[config.mk]
export PLATFORM = sky130hd
export DESIGN_NAME = ctrl_pipeline_flat
export DESIGN_NICKNAME = d
export VERILOG_FILES = /design/src/rtl/ctrl_pipeline_if.sv /design/src/rtl/ctrl_pipeline.sv /design/src/flat_wrapper.sv
export SDC_FILE = /design/constraint.sdc
export NUM_CORES = 1
export LEC_CHECK = 0
export CAP_MARGIN = 20
export CORE_UTILIZATION = 45
export CTS_CLUSTER_SIZE = 10
export DETAILED_ROUTE_END_ITERATION = 7
export GPL_TIMING_DRIVEN = 0
export HOLD_SLACK_MARGIN = 0.12
export PLACE_DENSITY = 0.88
export SLEW_MARGIN = 20
export SYNTH_ARGS = -nofsm -noshare
export SYNTH_HDL_FRONTEND = slang
export SYNTH_SLANG_ARGS = --single-unit
[constraint.sdc]
create_clock -name clk -period 2 [get_ports clk]
set_input_delay 0.4 -clock clk [delete_from_list [all_inputs] [get_ports clk]]
set_output_delay 0.4 -clock clk [all_outputs]
set_load 0.05 [all_outputs]
[src/rtl/ctrl_pipeline_if.sv]
// ID-side handshake and per-stage control outputs of ctrl_pipeline.
// master = upstream/datapath side, slave = the pipeline controller.
interface ctrl_pipeline_if #(
  parameter int NUM_STAGES = 3
);
  localparam int CW_W = 24;

  logic [31:0]                 id_inst;
  logic                        id_valid;
  logic                        id_ready;
  logic                        stall_ext;
  logic                        flush;
  logic [NUM_STAGES*CW_W-1:0]  stage_cw;
  logic [NUM_STAGES*5-1:0]     stage_dst;
  logic [NUM_STAGES-1:0]       stage_valid;
  logic                        exc_valid;
  logic [4:0]                  exc_code;

  modport master (
    output id_inst, id_valid, stall_ext, flush,
    input  id_ready, stage_cw, stage_dst,
    input  stage_valid, exc_valid, exc_code
  );

  modport slave (
    input  id_inst, id_valid, stall_ext, flush,
    output id_ready, stage_cw, stage_dst,
    output stage_valid, exc_valid, exc_code
  );
endinterface

[src/rtl/ctrl_pipeline.sv]
// Registered instruction controller: decode in ID, then carry the control
// word through NUM_STAGES stages with load-use, stall, flush and exceptions.
module ctrl_pipeline #(
  parameter int NUM_STAGES = 3,
  parameter int EXC_STAGE  = 1
) (
  input  logic          clk,
  input  logic          resetn,
  ctrl_pipeline_if.slave bus
);
  localparam int CW_W = 24;

  localparam logic [7:0] ALU_ADD  = 8'h01;
  localparam logic [7:0] ALU_SUB  = 8'h02;
  localparam logic [7:0] ALU_AND  = 8'h03;
  localparam logic [7:0] ALU_OR   = 8'h04;
  localparam logic [7:0] ALU_XOR  = 8'h05;
  localparam logic [7:0] ALU_NOR  = 8'h06;
  localparam logic [7:0] ALU_SLT  = 8'h07;
  localparam logic [7:0] ALU_SLTU = 8'h08;
  localparam logic [7:0] ALU_SLL  = 8'h09;
  localparam logic [7:0] ALU_SRL  = 8'h0A;
  localparam logic [7:0] ALU_SRA  = 8'h0B;
  localparam logic [7:0] ALU_LUI  = 8'h0C;

  logic [5:0] op, funct;
  logic [4:0] rs, rt, rd;
  logic       unused_shamt;

  assign op    = bus.id_inst[31:26];
  assign rs    = bus.id_inst[25:21];
  assign rt    = bus.id_inst[20:16];
  assign rd    = bus.id_inst[15:11];
  assign funct = bus.id_inst[5:0];
  assign unused_shamt = ^bus.id_inst[10:6];

  logic       rw, mw, mr, rdst, asrc, m2r;
  logic       beq, jmp, shi, jv, lnk;
  logic       sysc, brk, ri, mf, mt;
  logic       r_alu, i_alu;
  logic [7:0] alu;

  always_comb begin
    {rw, mw, mr, rdst, asrc, m2r} = '0;
    {beq, jmp, shi, jv, lnk} = '0;
    {ri, mf, mt, r_alu, i_alu} = '0;
    alu = '0;
    unique case (op)
      6'h00: begin
        unique case (funct)
          6'h00: begin shi = 1'b1; r_alu = 1'b1; alu = ALU_SLL; end
          6'h02: begin shi = 1'b1; r_alu = 1'b1; alu = ALU_SRL; end
          6'h03: begin shi = 1'b1; r_alu = 1'b1; alu = ALU_SRA; end
          6'h04: begin r_alu = 1'b1; alu = ALU_SLL; end
          6'h06: begin r_alu = 1'b1; alu = ALU_SRL; end
          6'h07: begin r_alu = 1'b1; alu = ALU_SRA; end
          6'h08: jv = 1'b1;
          6'h09: begin jv = 1'b1; lnk = 1'b1; r_alu = 1'b1; end
          6'h0C, 6'h0D: begin end
          6'h20, 6'h21: begin r_alu = 1'b1; alu = ALU_ADD; end
          6'h22, 6'h23: begin r_alu = 1'b1; alu = ALU_SUB; end
          6'h24: begin r_alu = 1'b1; alu = ALU_AND; end
          6'h25: begin r_alu = 1'b1; alu = ALU_OR; end
          6'h26: begin r_alu = 1'b1; alu = ALU_XOR; end
          6'h27: begin r_alu = 1'b1; alu = ALU_NOR; end
          6'h2A: begin r_alu = 1'b1; alu = ALU_SLT; end
          6'h2B: begin r_alu = 1'b1; alu = ALU_SLTU; end
          default: ri = 1'b1;
        endcase
      end
      6'h02: jmp = 1'b1;
      6'h03: begin jmp = 1'b1; lnk = 1'b1; rw = 1'b1; end
      6'h04, 6'h05: begin beq = 1'b1; alu = ALU_SUB; end
      6'h08, 6'h09: begin i_alu = 1'b1; alu = ALU_ADD; end
      6'h0A: begin i_alu = 1'b1; alu = ALU_SLT; end
      6'h0B: begin i_alu = 1'b1; alu = ALU_SLTU; end
      6'h0C: begin i_alu = 1'b1; alu = ALU_AND; end
      6'h0D: begin i_alu = 1'b1; alu = ALU_OR; end
      6'h0E: begin i_alu = 1'b1; alu = ALU_XOR; end
      6'h0F: begin i_alu = 1'b1; alu = ALU_LUI; end
      6'h10: begin
        if (rs == 5'd0) begin
          mf = 1'b1;
          rw = 1'b1;
        end else if (rs == 5'd4) begin
          mt = 1'b1;
        end else begin
          ri = 1'b1;
        end
      end
      6'h23: begin rw = 1'b1; mr = 1'b1; asrc = 1'b1; m2r = 1'b1; alu = ALU_ADD; end
      6'h2B: begin mw = 1'b1; asrc = 1'b1; alu = ALU_ADD; end
      default: ri = 1'b1;
    endcase
    rw   = rw | r_alu | i_alu;
    rdst = r_alu;
    asrc = asrc | i_alu;
  end

  // BREAK matches on funct alone, exactly as the old controller did
  assign sysc = (op == 6'h00) && (funct == 6'h0C);
  assign brk  = (funct == 6'h0D);

  logic [CW_W-1:0] dec_cw;
  logic [4:0]      dec_dst;

  assign dec_cw = {mt, mf, ri, brk, sysc, lnk, jv, shi,
                   jmp, beq, m2r, asrc, rdst, mr, mw, rw, alu};
  assign dec_dst = (lnk && !rdst) ? 5'd31 : (rdst ? rd : rt);

  logic [NUM_STAGES-1:0] v_q;
  logic [CW_W-1:0]       cw_q  [NUM_STAGES];
  logic [4:0]            dst_q [NUM_STAGES];
  logic                  hazard, load;

  assign hazard = bus.id_valid && v_q[0] && cw_q[0][10] &&
                  (dst_q[0] != 5'd0) &&
                  ((dst_q[0] == rs) || (dst_q[0] == rt));
  assign bus.id_ready = !bus.stall_ext && !hazard && !bus.flush;
  assign load = bus.id_valid && !hazard;

  always_ff @(posedge clk or negedge resetn) begin
    if (!resetn) begin
      v_q <= '0;
      for (int k = 0; k < NUM_STAGES; k++) begin
        cw_q[k]  <= '0;
        dst_q[k] <= '0;
      end
    end else if (bus.flush) begin
      for (int k = 0; k < NUM_STAGES - 1; k++) begin
        v_q[k]   <= 1'b0;
        cw_q[k]  <= '0;
        dst_q[k] <= '0;
      end
      if (!bus.stall_ext) begin
        v_q[NUM_STAGES-1]   <= v_q[NUM_STAGES-2];
        cw_q[NUM_STAGES-1]  <= cw_q[NUM_STAGES-2];
        dst_q[NUM_STAGES-1] <= dst_q[NUM_STAGES-2];
      end
    end else if (!bus.stall_ext) begin
      for (int k = 1; k < NUM_STAGES; k++) begin
        v_q[k]   <= v_q[k-1];
        cw_q[k]  <= cw_q[k-1];
        dst_q[k] <= dst_q[k-1];
      end
      v_q[0]   <= load;
      cw_q[0]  <= load ? dec_cw : '0;
      dst_q[0] <= load ? dec_dst : '0;
    end
  end

  for (genvar k = 0; k < NUM_STAGES; k++) begin : g_out
    assign bus.stage_cw[k*CW_W +: CW_W] = cw_q[k];
    assign bus.stage_dst[k*5 +: 5]      = dst_q[k];
  end
  assign bus.stage_valid = v_q;

  logic [2:0] xf;
  assign xf = {3{v_q[EXC_STAGE]}} & cw_q[EXC_STAGE][21:19];
  assign bus.exc_valid = |xf;

  always_comb begin
    bus.exc_code = 5'h00;
    priority case (1'b1)
      xf[2]:   bus.exc_code = 5'h0A;
      xf[0]:   bus.exc_code = 5'h08;
      xf[1]:   bus.exc_code = 5'h09;
      default: bus.exc_code = 5'h00;
    endcase
  end
endmodule
[src/flat_wrapper.sv]
// flat-port wrapper written by rule: the top's interface ports become plain ports
module ctrl_pipeline_flat 
#(
  parameter int NUM_STAGES = 3,
  parameter int EXC_STAGE  = 1
)
  (clk, resetn, bus_id_inst, bus_id_valid, bus_stall_ext, bus_flush, bus_id_ready, bus_stage_cw, bus_stage_dst, bus_stage_valid, bus_exc_valid, bus_exc_code);
  ctrl_pipeline_if #(.NUM_STAGES(NUM_STAGES)) bus_i ();
  input  logic clk;
  input  logic resetn;
  input wire logic [$bits(bus_i.id_inst)-1:0] bus_id_inst;
  input wire logic [$bits(bus_i.id_valid)-1:0] bus_id_valid;
  input wire logic [$bits(bus_i.stall_ext)-1:0] bus_stall_ext;
  input wire logic [$bits(bus_i.flush)-1:0] bus_flush;
  output wire logic [$bits(bus_i.id_ready)-1:0] bus_id_ready;
  output wire logic [$bits(bus_i.stage_cw)-1:0] bus_stage_cw;
  output wire logic [$bits(bus_i.stage_dst)-1:0] bus_stage_dst;
  output wire logic [$bits(bus_i.stage_valid)-1:0] bus_stage_valid;
  output wire logic [$bits(bus_i.exc_valid)-1:0] bus_exc_valid;
  output wire logic [$bits(bus_i.exc_code)-1:0] bus_exc_code;
  assign bus_i.id_inst = bus_id_inst;
  assign bus_i.id_valid = bus_id_valid;
  assign bus_i.stall_ext = bus_stall_ext;
  assign bus_i.flush = bus_flush;
  assign bus_id_ready = bus_i.id_ready;
  assign bus_stage_cw = bus_i.stage_cw;
  assign bus_stage_dst = bus_i.stage_dst;
  assign bus_stage_valid = bus_i.stage_valid;
  assign bus_exc_valid = bus_i.exc_valid;
  assign bus_exc_code = bus_i.exc_code;
  ctrl_pipeline #(.NUM_STAGES(NUM_STAGES), .EXC_STAGE(EXC_STAGE)) u_core (.clk(clk), .resetn(resetn), .bus(bus_i));
endmodule
# Word-level counts from Yosys, hierarchy flattened
# Cells that the tools add are included.
totals:
  word_cells: 127
  register_bits: 90
op_classes:
  n_bitwise: 4
  eq_ne: 38
  muxes: 42
  reduce_logical: 35
ops:
  columns: ["op", "count"]
  rows:
  - ["72-bit two-way mux", 2]
  - ["6-bit by 4-bit equality test with 1-bit output (second input constant)", 12]
  - ["6-bit equality test (second input constant)", 12]
  - ["8-bit one-hot mux with 9 select lines", 1]
  - ["24-bit two-way mux", 2]
  - ["4-bit one-hot mux with 11 select lines", 1]
  - ["6-bit by 3-bit equality test with 1-bit output (second input constant)", 5]
  - ["15-bit two-way mux", 2]
  - ["5-bit two-way mux", 6]
  - ["6-bit by 2-bit equality test with 1-bit output (second input constant)", 4]
  - ["1-bit two-way mux", 22]
  - ["2-bit OR reduction", 10]
  - ["20-bit OR reduction", 1]
  - ["17-bit OR reduction", 1]
  - ["14-bit OR reduction", 1]
  - ["6-bit zero test", 2]
  - ["5-bit equality test", 2]
  - ["1-bit logical AND", 9]
  - ["8-bit OR reduction", 1]
  - ["6-bit by 5-bit equality test with 1-bit output (second input constant)", 1]
  - ["3-bit two-way mux", 2]
  - ["3-bit OR reduction", 2]
  - ["5-bit by 3-bit equality test with 1-bit output (second input constant)", 1]
  - ["5-bit zero test", 1]
  - ["other kinds (10)", 16]

# Logic depth before layout (Yosys ltp)
# Gate-level depths: netlist of the first run.
depth:
  word_depth: 10
  mapped_depth: 7

# Worst setup path before layout of the first run
# OpenSTA, ideal clock, no wires.
synth_path:
  path_type: "register -> output"
  from: "reg u_core.dst_q (netlist bit u_core.bus.stage_dst[1])"
  to: "out bus_id_ready"
  setup_slack_ps: -902
  required_time_ps: 1600
  t_arrival_ps: 2502
  stages_incl_launch_ff: 5
  n_path_buf: 0
  path_cell_list: "dfrtp_1 > or4_1 > o2111ai_2 > a21oi_2 > nor3_1"
synth_between:
  elab_chain_len: 6
  elab_cells_between_ends: 9
  cone_classes: "2 x eq/ne; 7 x reduce/logical"
synth_rtl:
  columns: ["item", "line_no", "rtl"]
  rows:
  - ["start: declaration", "ctrl_pipeline.sv:113", "logic [4:0] dst_q [NUM_STAGES];"]
  - ["start signal: indexed assignment", "ctrl_pipeline.sv:138", "dst_q[NUM_STAGES-1] <= dst_q[NUM_STAGES-2];"]
  - ["start signal: indexed assignment", "ctrl_pipeline.sv:144", "dst_q[k] <= dst_q[k-1];"]
  - ["5-bit equality test or 5-bit nonzero test (tied branches)", "ctrl_pipeline.sv:118, ctrl_pipeline.sv:117", null]
  - ["1-bit logical OR or 1-bit logical AND (tied branches)", "ctrl_pipeline.sv:118, ctrl_pipeline.sv:116", null]
  - ["1-bit logical AND (*)", "ctrl_pipeline.sv:117", "(dst_q[0] != 5'd0) &&"]
  - ["1-bit zero test (*)", "ctrl_pipeline.sv:119", "assign bus.id_ready = !bus.stall_ext && !hazard && !bus.flush;"]
  - ["1-bit logical AND (*) (2 in a row)", "ctrl_pipeline.sv:119", null]
  - ["end: declaration", "flat_wrapper.sv:15", "output wire logic [$bits(bus_i.id_ready)-1:0] bus_id_ready;"]
# Mark *: on every way between the ends. The rest lies on a longest branch, timed or not.

# Worst setup path in the final report of the first run
# Same ends and word-level chain as after synthesis.

==> results of run 1 <==
[worst max-delay path by stage]
stage,startpoint,endpoint,slack (ps),depth (start not counted)
finish,u_core.bus.stage_dst[1]$_DFFE_PN0P_,bus_id_ready,-350,5
global route,u_core.bus.stage_dst[1]$_DFFE_PN0P_,bus_id_ready,-400,5
CTS,u_core.bus.stage_dst[1]$_DFFE_PN0P_,bus_id_ready,-330,5
detailed placement,bus_id_inst[23],bus_id_ready,-900,7
global placement,resetn,u_core.bus.stage_dst[2]$_DFFE_PN0P_,-2220,1
floorplan,u_core.bus.stage_dst[3]$_DFFE_PN0P_,bus_id_ready,-240,4
[registers in the layout, summed over array words and instances, names as in the netlist]
signal,flops
u_core.bus.stage_dst,15
u_core.bus.stage_cw,57
u_core.bus.stage_valid,3
[synth_stat cells (all sizes together) (2+ instances only)]
library cell,instances,area (um^2)
mux2i,32,320.3
or2,6,40.04
a32o,8,80.08
o31ai,3,22.52
nand3b,2,15.01
nand3,4,20.02
nor3,8,40.04
o32ai,2,17.52
inv,4,15.01
xor2,6,52.55
a2bb2oi,3,26.28
nand4b,2,17.52
a22o,4,35.03
nor4,4,25.02
o221ai,2,17.52
o211ai,2,15.01
clkbuf,17,63.81
xnor2,4,35.03
nand2b,5,31.28
dfrtp,75,1877
mux2,25,281.5
a21oi,11,58.81
o22ai,2,12.51
nor2b,4,25.02
nand2,26,97.59
buf,22,158.9
nor2,37,141.4
o21ai,16,91.34
[where the power goes]
group / switching (mW) / internal [mW]
Sequential: 0.0173 / 1.53
Combinational: 0.339 / 0.193
Clock: 0.582 / 0.577
Total: 0.938 / 2.30
[metrics by stage]
stage	TNS, ps	utilization, %	hold slack [ps]	cells
floorplan	-236.9	-	104.4	358
global placement	-158110	63.52	486.5	568
detailed placement	-11490	63.74	352.8	569
CTS	-735.4	68.16	461.8	593
global route	-4053	69.82	410.5	596
finish	-3040	69.82	423.1	596
[cell type report]
type / instances / area [um^2] / share of cell area, %
Sequential cell: 75 / 1883 / 34.37
Multi-Input combinational cell: 241 / 1819 / 33.20
Timing Repair Buffer: 119 / 1215 / 22.17
Buffer: 39 / 227.7 / 4.156
Clock buffer: 10 / 127.6 / 2.329
Tap cell: 102 / 127.6 / 2.329
Clock inverter: 6 / 63.81 / 1.165
Inverter: 4 / 15.01 / 0.2740
[metal layers]
metal / wire (um) / share of wire, %
met4: 279 / 2.7
met2: 5247 / 51
met1: 4065 / 40
met5: 0 / 0
met3: 639 / 6.2
[cell families (layout without fill, tap and decap cells)]
logic type,after synthesis,in the layout,share of synthesized area [%]
compound gates,58,58,11.44
xor+xnor,10,10,2.362
buf+inv,43,178,6.412
flops,75,75,50.62
mux,57,57,16.23
other cells,1,14,0.1012
simple gates,101,102,12.82
[timing repair]
action	in CTS	in global routing
resized for setup	46	41
setup endpoints to repair	36	40
setup buffers	6	2
hold endpoints to repair	29	0
hold buffers	1	0
pin swaps	6	19
gates cloned	1	1
==> parameters.txt, run 1 <==
Parameter                              Value

Critical path
  Arrival time reported for the critical path endpoint ... 1950 ps
  Slack of the worst reg-to-reg path ... -230 ps
  Crit path max-delay cell type ... sky130_fd_sc_hd__or4_4
  CP Data Required Time ... 1600 ps
  Reg-to-Reg End ... u_core.bus.stage_cw[18]$_DFFE_PN0P_
  Series of cell instances along the critical path ... or4_4 -> o2111ai_4 -> a21oi_4 -> nor3_4 -> buf_6
  Critical Path End Type ... output port
  Bufs and invs on worst path ... 1
  Critical path startpoint category ... flop
  Worst Setup Path Type ... reg -> out
  CP delay by family, top ... simple AND/OR/NAND/NOR gates
  Critical-path maximum fanout ... 2
  Start of the worst register-to-register path ... u_core.bus.stage_dst[1]$_DFFE_PN0P_
  CP peak stage delay ... 550 ps
  Cells on worst reg2reg path ... 8

Yosys
  Fraction of registers with async set/reset ... 100.0%
  Synth warn ... 0
  Post-synthesis sequential element count ... 75
  Avg Synthesized Cell Area ... 10.75 um^2
  Mapped cell area ... 0.003707 mm^2
  Number of distinct standard cells referenced by the synthesized netlist ... 45
  Fraction of the yosys area taken by sequential cells ... 50.62%
  Post-Synthesis Cells ... 345
  Number of flops mapped to enable cells by yosys ... 0
  Leading register cell type out of synthesis ... sky130_fd_sc_hd__dfrtp_1

Route
  DRC violations left ... 0
  Final antenna-violating net count ... 0
  Via count normalized by instance count ... 5.433
  Count of TritonRoute iterations in the first routing pass ... 5
  Via total after detailed routing ... 3238
  Detailed Route Iter0 Violations ... 131
  Routed Wire Length ... 10230 um
  Wire per inst ... 17.17 um

Timing
  Final setup violation count ... 21
  Final worst path period need ... 2345 ps
  Max Clock Skew ... 10.68 ps
  Maximum clock frequency ... 426.4 MHz
  Max-slew violation total from the final report ... 0
  Worst rel slew slack ... 47.92%
  Post-route setup slack ... -345.4 ps
  Final hold violation count ... 0
  Transition time at the pin with the least slew margin ... 781.2 ps
  Unrepaired setup endpoints after global routing ... true
  Final worst path period share ... 117.3%

Place
  HPWL Detailed ... 7128 um
  RD Place Congestion ... 0.8155
  Setup slack at placement ... -898.9 ps
  Cell area after placement ... 0.005002 mm^2
  Number of port buffers ... 108

Final layout
  Synthesis-to-finish area growth ... 47.79%
  Layout Cell Area excl Fill ... 0.005479 mm^2
  Diode count ... 0
  Most frequent standard cell in the layout excluding fill and tap cells ... sky130_fd_sc_hd__dfrtp_1
  Layout cells sized above 1 ... 23.08%
  Net count of the finished layout ... 526
  Commonest non-fill, non-tap cells in the layout ... sky130_fd_sc_hd__dfrtp_1 (70), sky130_fd_sc_hd__clkdlybuf4s50_1 (69), sky130_fd_sc_hd__nor2_1 (35), sky130_fd_sc_hd__mux2i_1 (32), sky130_fd_sc_hd__buf_4 (26)
  Fill cells ... 607

Min path
  Hold wc startpoint ... bus_id_inst[23]
  Worst hold path endpoint ... u_core.bus.stage_cw[22]$_DFFE_PN0P_
  Type of the most critical hold path ... in -> reg
  Worst hold stages ... 2

Global route
  Via count of the first global-routing pass ... 3092
  First-pass GRT wire length ... 15590 um
  Met1 track demand over resource in global routing ... 29.24%
  Global-route track usage on met3 ... 4.351%
  M2 GR Usage ... 40.26%
  Total congestion overflow after global routing ... 0
  Gr usage total ... 23.71%
  Top Usage Layer GRT ... met2
  Number of antenna violations at the first check in global routing ... 0
  Pin count of the biggest net entering global routing ... 47

Clocking
  CTS Sinks ... 75
  Clock transition at the register clock pins on the worst setup and hold paths after CTS ... 80 ps
  TritonCTS clock tree ... built
  CTS H-Tree Depth ... 3
  Clock buffer count from CTS ... 9
  CTS Root Cell ... sky130_fd_sc_hd__clkbuf_8
  Number of buffers between clock root and the deepest sink ... 2
  Clock latency at the later pin of the worst-skew pair ... 350 ps

Floorplanning
  Die area ... 0.008605 mm^2
  Die span in x ... 92.77 um
  Row Count ... 32
  Number of primary I/O pins ... 134
  Initial Utilization ... 47.24%
  Die height ... 92.77 um
  Core outline area ... 0.007848 mm^2

Pwr
  Worst ir drop on vdd ... 354.1 uV
  Leak Pwr ... 2.852 nW
  Power per Cell Area ... 591.3 mW/mm^2
  PnR Total Power ... 3.240 mW

Run
  Count of max-cap constraint violations ... 0

Outcome
  Outcome ... finished with violations
  Violations in the final reports ... negative setup slack
No activity file was read; power rests on OpenSTA's default activity.
==> inputs of run 2 (changes only) <==
- PLACE_DENSITY: 0.88 -> 0.85
==> parameters.txt, run 2 (synthesis gave the netlist of run 1 again) <==
Parameter                              Value

Outcome
  Outcome ... finished with violations
  Violations in the final reports ... negative setup slack

Critical path
  Worst Setup Path Type ... reg -> out
  Series of cell instances along the critical path ... or4_4 -> o2111ai_4 -> a21oi_4 -> nor3_4 -> buf_6
  Arrival time reported for the critical path endpoint ... 1930 ps (-20 ps)
  Crit path max-delay cell type ... sky130_fd_sc_hd__or4_4
  CP peak stage delay ... 540 ps (about the same)
  Critical path startpoint category ... flop
  CP Data Required Time ... 1600 ps (about the same)
  Critical-path maximum fanout ... 3 (+1)
  Critical Path End Type ... output port
  Cells on worst reg2reg path ... 7 (-1)

Clocking
  CTS H-Tree Depth ... 3 (unchanged)
  Number of buffers between clock root and the deepest sink ... 2 (unchanged)
  Clock latency at the later pin of the worst-skew pair ... 350 ps (about the same)
  CTS Sinks ... 75 (unchanged)
  Clock buffer count from CTS ... 9 (unchanged)
  Clock transition at the register clock pins on the worst setup and hold paths after CTS ... 80 ps (about the same)
  CTS Root Cell ... sky130_fd_sc_hd__clkbuf_8
  TritonCTS clock tree ... built

Floorplanning
  Row Count ... 32 (unchanged)
  Core outline area ... 0.007848 mm^2 (unchanged)
  Die area ... 0.008605 mm^2 (unchanged)
  Number of primary I/O pins ... 134 (unchanged)
  Die span in x ... 92.77 um (unchanged)
  Initial Utilization ... 47.24% (unchanged)
  Die height ... 92.77 um (unchanged)

Pwr
  PnR Total Power ... 3.607 mW (+11%)
  Power per Cell Area ... 651.3 mW/mm^2 (+10%)
  Worst ir drop on vdd ... 314.7 uV (-11%)
  Leak Pwr ... 2.828 nW (-0.86%)

Route
  DRC violations left ... 0 (unchanged)
  Final antenna-violating net count ... 0 (unchanged)
  Wire per inst ... 16.79 um (-2.2%)
  Count of TritonRoute iterations in the first routing pass ... 4 (-1)
  Via total after detailed routing ... 3218 (-0.62%)
  Via count normalized by instance count ... 5.399 (-0.62%)
  Routed Wire Length ... 10010 um (-2.2%)
  Detailed Route Iter0 Violations ... 175 (+34%)

Timing
  Final hold violation count ... 0 (unchanged)
  Worst rel slew slack ... 46.87% (-1.0 points)
  Final worst path period need ... 2332 ps (-13.84 ps)
  Transition time at the pin with the least slew margin ... 796.9 ps (+15.69 ps)
  Maximum clock frequency ... 428.9 MHz (+0.59%)
  Max-slew violation total from the final report ... 0 (unchanged)
  Final worst path period share ... 116.6% (-0.69 points)
  Post-route setup slack ... -331.5 ps (+13.84 ps)
  Unrepaired setup endpoints after global routing ... true
  Max Clock Skew ... 9.900 ps (-0.7760 ps)
  Setup Total Neg Slack ... -1122 ps (+1918 ps)
  Final setup violation count ... 13 (-38%)

Global route
  Via count of the first global-routing pass ... 3027 (-2.1%)
  Number of antenna violations at the first check in global routing ... 0 (unchanged)
  First-pass GRT wire length ... 15480 um (-0.67%)
  Gr usage total ... 23.74% (+0.029 points)
  Pin count of the biggest net entering global routing ... 49 (+4.3%)
  Total congestion overflow after global routing ... 0 (unchanged)

Min path
  Worst hold stages ... 2 (unchanged)
  Type of the most critical hold path ... in -> reg

Final layout
  Commonest non-fill, non-tap cells in the layout ... sky130_fd_sc_hd__clkdlybuf4s50_1 (73), sky130_fd_sc_hd__dfrtp_1 (71), sky130_fd_sc_hd__nor2_1 (35), sky130_fd_sc_hd__mux2i_1 (32), sky130_fd_sc_hd__buf_4 (28)
  Net count of the finished layout ... 526 (unchanged)
  Layout Cell Area excl Fill ... 0.005538 mm^2 (+1.1%)
  Core occupancy in the finished layout ... 70.57% (+0.75 points)
  Layout cells sized above 1 ... 22.67% (-0.40 points)
  Max reg flops ... 57 (unchanged)
  Synthesis-to-finish area growth ... 49.38%
  Most frequent standard cell in the layout excluding fill and tap cells ... sky130_fd_sc_hd__clkdlybuf4s50_1
  Diode count ... 0 (unchanged)

Place
  HPWL Detailed ... 7183 um (+0.77%)
  Number of port buffers ... 108 (unchanged)
  Cell area after placement ... 0.005010 mm^2 (+0.15%)
  RD Place Congestion ... 0.8794 (+7.8%)

Run
  Count of max-cap constraint violations ... 0 (unchanged)
run 2: path summary, 6_finish.rpt:
kind                                                           from                             endpoint  slack, ps
worst max-delay path            u_core.bus.stage_dst[2]$_DFFE_PN0P_                         bus_id_ready       -330
worst min-delay path                                bus_id_inst[23]  u_core.bus.stage_cw[22]$_DFFE_PN0P_        430
worst max register to register  u_core.bus.stage_dst[2]$_DFFE_PN0P_  u_core.bus.stage_cw[19]$_DFFE_PN0P_        -90
worst min register to register  u_core.bus.stage_cw[68]$_DFFE_PN0N_  u_core.bus.stage_cw[68]$_DFFE_PN0N_        510
max in group asynchronous                                    resetn  u_core.bus.stage_dst[2]$_DFFE_PN0P_        930
min in group asynchronous                                    resetn  u_core.bus.stage_dst[5]$_DFFE_PN0P_        510
run 2: layer usage:
layer / wire length, um / vias up / global-route usage, %
met1: 4132 / 1586 / 29.78
met4: 245 / 0 / 11.28
met2: 5173 / 125 / 40.32
met3: 456 / 20 / 3.284
li1: - / 1487 / -
met5: 0 / - / 0
run 2: per-stage QoR:
stage | instances | hold WS, ps | worst slack (ps)
3_5_place_dp | 569 | 344.1 | -968.4
5_1_grt | 596 | 435.8 | -375.3
6_report | 596 | 429.9 | -331.5
4_1_cts | 593 | 477.8 | -334.0
2_1_floorplan | 358 | 104.4 | -236.9
3_3_place_gp | 568 | 485.8 | -2208
run 2: worst max-delay path, delay by kind of cell, from the launching register on:
family | cells | cell delay (ps)
buffers and inverters | 1 | 190
flip-flops | 1 | 430
AND/OR/NAND/NOR | 2 | 660
AO/OA/AOI/OAI | 2 | 300
run 2: cell type report:
type	instances	area (um^2)
Buffer	39	229.0
Clock buffer	10	127.6
Clock inverter	6	137.6
Fill cell	578	2310
Inverter	4	15.01
Multi-Input combinational cell	240	1802
Sequential cell	75	1882
Tap cell	102	127.6
Timing Repair Buffer	120	1217
run 2: power by group:
group	switching [mW]	internal, mW
clock network	0.565	0.960
registers	0.0172	1.53
logic	0.337	0.196
total	0.919	2.69
run 2: repair_timing:
| item | 4_1_cts | 5_1_grt |
|---|---|---|
| setup endpoints to repair | 35 | 40 |
| gates resized for setup | 45 | 35 |
| hold buffers | 1 | 0 |
| pin swaps | 7 | 10 |
| setup buffers | 6 | 3 |
| endpoints found under the hold margin | 27 | 0 |
| gates cloned | 1 | 0 |
==> inputs of run 3 (changes only) <==
- MAX_ROUTING_LAYER: default -> met4
==> parameters.txt, run 3 (synthesis gave the netlist of run 1 again) <==
Parameter                              Value

Outcome
  Outcome ... finished with violations
  Violations in the final reports ... negative setup slack

Clocking
  Number of buffers between clock root and the deepest sink ... 2 (unchanged)
  Clock latency at the later pin of the worst-skew pair ... 350 ps (about the same)
  Clock transition at the register clock pins on the worst setup and hold paths after CTS ... 80 ps (about the same)
  TritonCTS clock tree ... built
  CTS H-Tree Depth ... 3 (unchanged)
  CTS Root Cell ... sky130_fd_sc_hd__clkbuf_8
  CTS Sinks ... 75 (unchanged)
  Clock buffer count from CTS ... 9 (unchanged)

Final layout
  Layout cells sized above 1 ... 23.19% (+0.51 points)
  Layout Cell Area excl Fill ... 0.005463 mm^2 (-1.4%)
  Most frequent standard cell in the layout excluding fill and tap cells ... sky130_fd_sc_hd__clkdlybuf4s50_1
  Core occupancy in the finished layout ... 69.61% (-0.96 points)
  Synthesis-to-finish area growth ... 47.35%
  Diode count ... 0 (unchanged)
  Fill cells ... 622 (+7.6%)
  Max reg flops ... 57 (unchanged)
  Net count of the finished layout ... 528 (+0.38%)
  Commonest non-fill, non-tap cells in the layout ... sky130_fd_sc_hd__clkdlybuf4s50_1 (77), sky130_fd_sc_hd__dfrtp_1 (71), sky130_fd_sc_hd__nor2_1 (35), sky130_fd_sc_hd__mux2i_1 (32), sky130_fd_sc_hd__buf_4 (27)

Pwr
  Power per Cell Area ... 569.9 mW/mm^2 (-12%)
  Leak Pwr ... 2.758 nW (-2.5%)
  Worst ir drop on vdd ... 384.0 uV (+22%)

Min path
  Type of the most critical hold path ... in -> reg

Critical path
  CP Data Required Time ... 1600 ps (about the same)
  Arrival time reported for the critical path endpoint ... 1910 ps (-20 ps)
  Critical-path maximum fanout ... 2 (-1)
  Critical path startpoint category ... flop
  Worst Setup Path Type ... reg -> out
  Slack of the worst reg-to-reg path ... -150 ps (-60 ps)
  Critical Path End Type ... output port

Run
  Count of max-cap constraint violations ... 0 (unchanged)

Timing
  Worst rel slew slack ... 48.16% (+1.3 points)
  Final hold violation count ... 0 (unchanged)
  Post-route setup slack ... -305.1 ps (+26.45 ps)
  Final worst path period share ... 115.3% (-1.3 points)
  Transition time at the pin with the least slew margin ... 777.6 ps (-19.32 ps)
  Final setup violation count ... 23 (+10)
  Final worst path period need ... 2305 ps (-26.45 ps)
  Unrepaired setup endpoints after global routing ... true
  Max-slew violation total from the final report ... 0 (unchanged)
  Max Clock Skew ... 13.36 ps (+3.458 ps)
  Maximum clock frequency ... 433.8 MHz (+1.1%)

Route
  Detailed Route Iter0 Violations ... 140 (-20%)
  DRC violations left ... 0 (unchanged)
  Via total after detailed routing ... 3183 (-1.1%)
  Routed Wire Length ... 10080 um (+0.72%)
  Count of TritonRoute iterations in the first routing pass ... 4 (unchanged)
  Wire per inst ... 16.86 um (+0.38%)
  Final antenna-violating net count ... 0 (unchanged)
  Via count normalized by instance count ... 5.323 (-1.4%)

Floorplanning
  Initial Utilization ... 47.24% (unchanged)
  Core outline area ... 0.007848 mm^2 (unchanged)
  Die area ... 0.008605 mm^2 (unchanged)
  Die span in x ... 92.77 um (unchanged)
  Die height ... 92.77 um (unchanged)
  Number of primary I/O pins ... 134 (unchanged)
  Row Count ... 32 (unchanged)

Place
  Cell area after placement ... 0.005010 mm^2 (unchanged)
  HPWL Detailed ... 7048 um (-1.9%)
  RD Place Congestion ... 0.8666 (-1.5%)
  Number of port buffers ... 108 (unchanged)

Global route
  Total congestion overflow after global routing ... 0 (unchanged)
  Number of antenna violations at the first check in global routing ... 0 (unchanged)
  Via count of the first global-routing pass ... 3077 (+1.7%)
  Pin count of the biggest net entering global routing ... 48 (-2.0%)
  First-pass GRT wire length ... 15570 um (+0.54%)
  Gr usage total ... 24.36% (+0.62 points)
run 3: cell types whose count changed in the layout (fill, tap and decap cells not counted), sizes merged:
cell           previous run  this run
buf                      36        37
bufinv                    4         0
clkbuf                   28        31
clkdlybuf4s15             1         0
clkdlybuf4s50            73        77
clkinv                    2         3
dlymetal6s2s             14        11
nor2                     37        38
run 3: critical path: stages (launching register included):
cell and delay (ps):
sky130_fd_sc_hd__dfrtp_2 420, sky130_fd_sc_hd__or4_4 530, sky130_fd_sc_hd__o2111ai_4 220, sky130_fd_sc_hd__a21oi_4 60, sky130_fd_sc_hd__nor3_4 130, sky130_fd_sc_hd__buf_6 190
run 3: metrics by stage:
stage | power, mW | setup WS [ps] | instances | setup TNS, ps | hold WS [ps]
final | 3.113 | -305.1 | 598 | -2098 | 478.2
after global routing | 3.224 | -367.7 | 598 | -3171 | 497.5
after CTS | 3.099 | -323.5 | 594 | -638.4 | 475.8
after detailed placement | 2.072 | -938.9 | 569 | -13090 | 355.7
after global placement | 2.057 | -2215 | 568 | -157560 | 485.7
after floorplan | 1.889 | -236.9 | 358 | -236.9 | 104.4
run 3: worst paths after layout:
check,start,endpoint,depth (start not counted)
max,u_core.bus.stage_dst[2]$_DFFE_PN0P_,bus_id_ready,5
min,bus_flush,u_core.bus.stage_cw[46]$_DFFE_PN0P_,2
max reg2reg,u_core.bus.stage_dst[2]$_DFFE_PN0P_,u_core.bus.stage_cw[22]$_DFFE_PN0P_,7
min reg2reg,u_core.bus.stage_dst[11]$_DFFE_PN0N_,u_core.bus.stage_dst[11]$_DFFE_PN0N_,1
max in group asynchronous,resetn,u_core.bus.stage_dst[0]$_DFFE_PN0P_,3
min in group asynchronous,resetn,u_core.bus.stage_cw[19]$_DFFE_PN0P_,2
run 3: cell type report:
cell class | instances | area [um^2] | share of cell area (%)
sequential | 75 | 1882 | 34.45
multi-input combinational | 241 | 1819 | 33.30
timing repair buffer | 121 | 1225 | 22.42
buffer | 39 | 230.2 | 4.214
clock buffer | 13 | 148.9 | 2.726
tap | 102 | 127.6 | 2.336
clock inverter | 3 | 15.01 | 0.2749
inverter | 4 | 15.01 | 0.2749
run 3: what timing repair did:
item                                    CTS  global route
setup buffers                             7             3
endpoints found under the hold margin    28             0
hold buffers                              1             0
pin swaps                                 7            20
endpoints found under the setup margin   33            38
gates cloned                              1             1
gates resized for setup                  43            38
run 3: power breakdown:
part / leakage [nW] / switching (mW) / total, mW / internal [mW]
Clock: 0.0872 / 0.549 / 1.03 / 0.480
Combinational: 1.63 / 0.339 / 0.535 / 0.196
Sequential: 1.04 / 0.0165 / 1.55 / 1.53
run 3: routing by layer:
| layer | wire, um | GRT usage [%] | share of wire (%) | vias up |
|---|---|---|---|---|
| met3 | 529 | 3.448 | 5.2 | 13 |
| li1 | - | - | - | 1489 |
| met2 | 5168 | 40.07 | 51 | 111 |
| met1 | 4249 | 30.09 | 42 | 1570 |
| met4 | 132 | 10.38 | 1.3 | 0 |
| met5 | 0 | - | 0 | - |
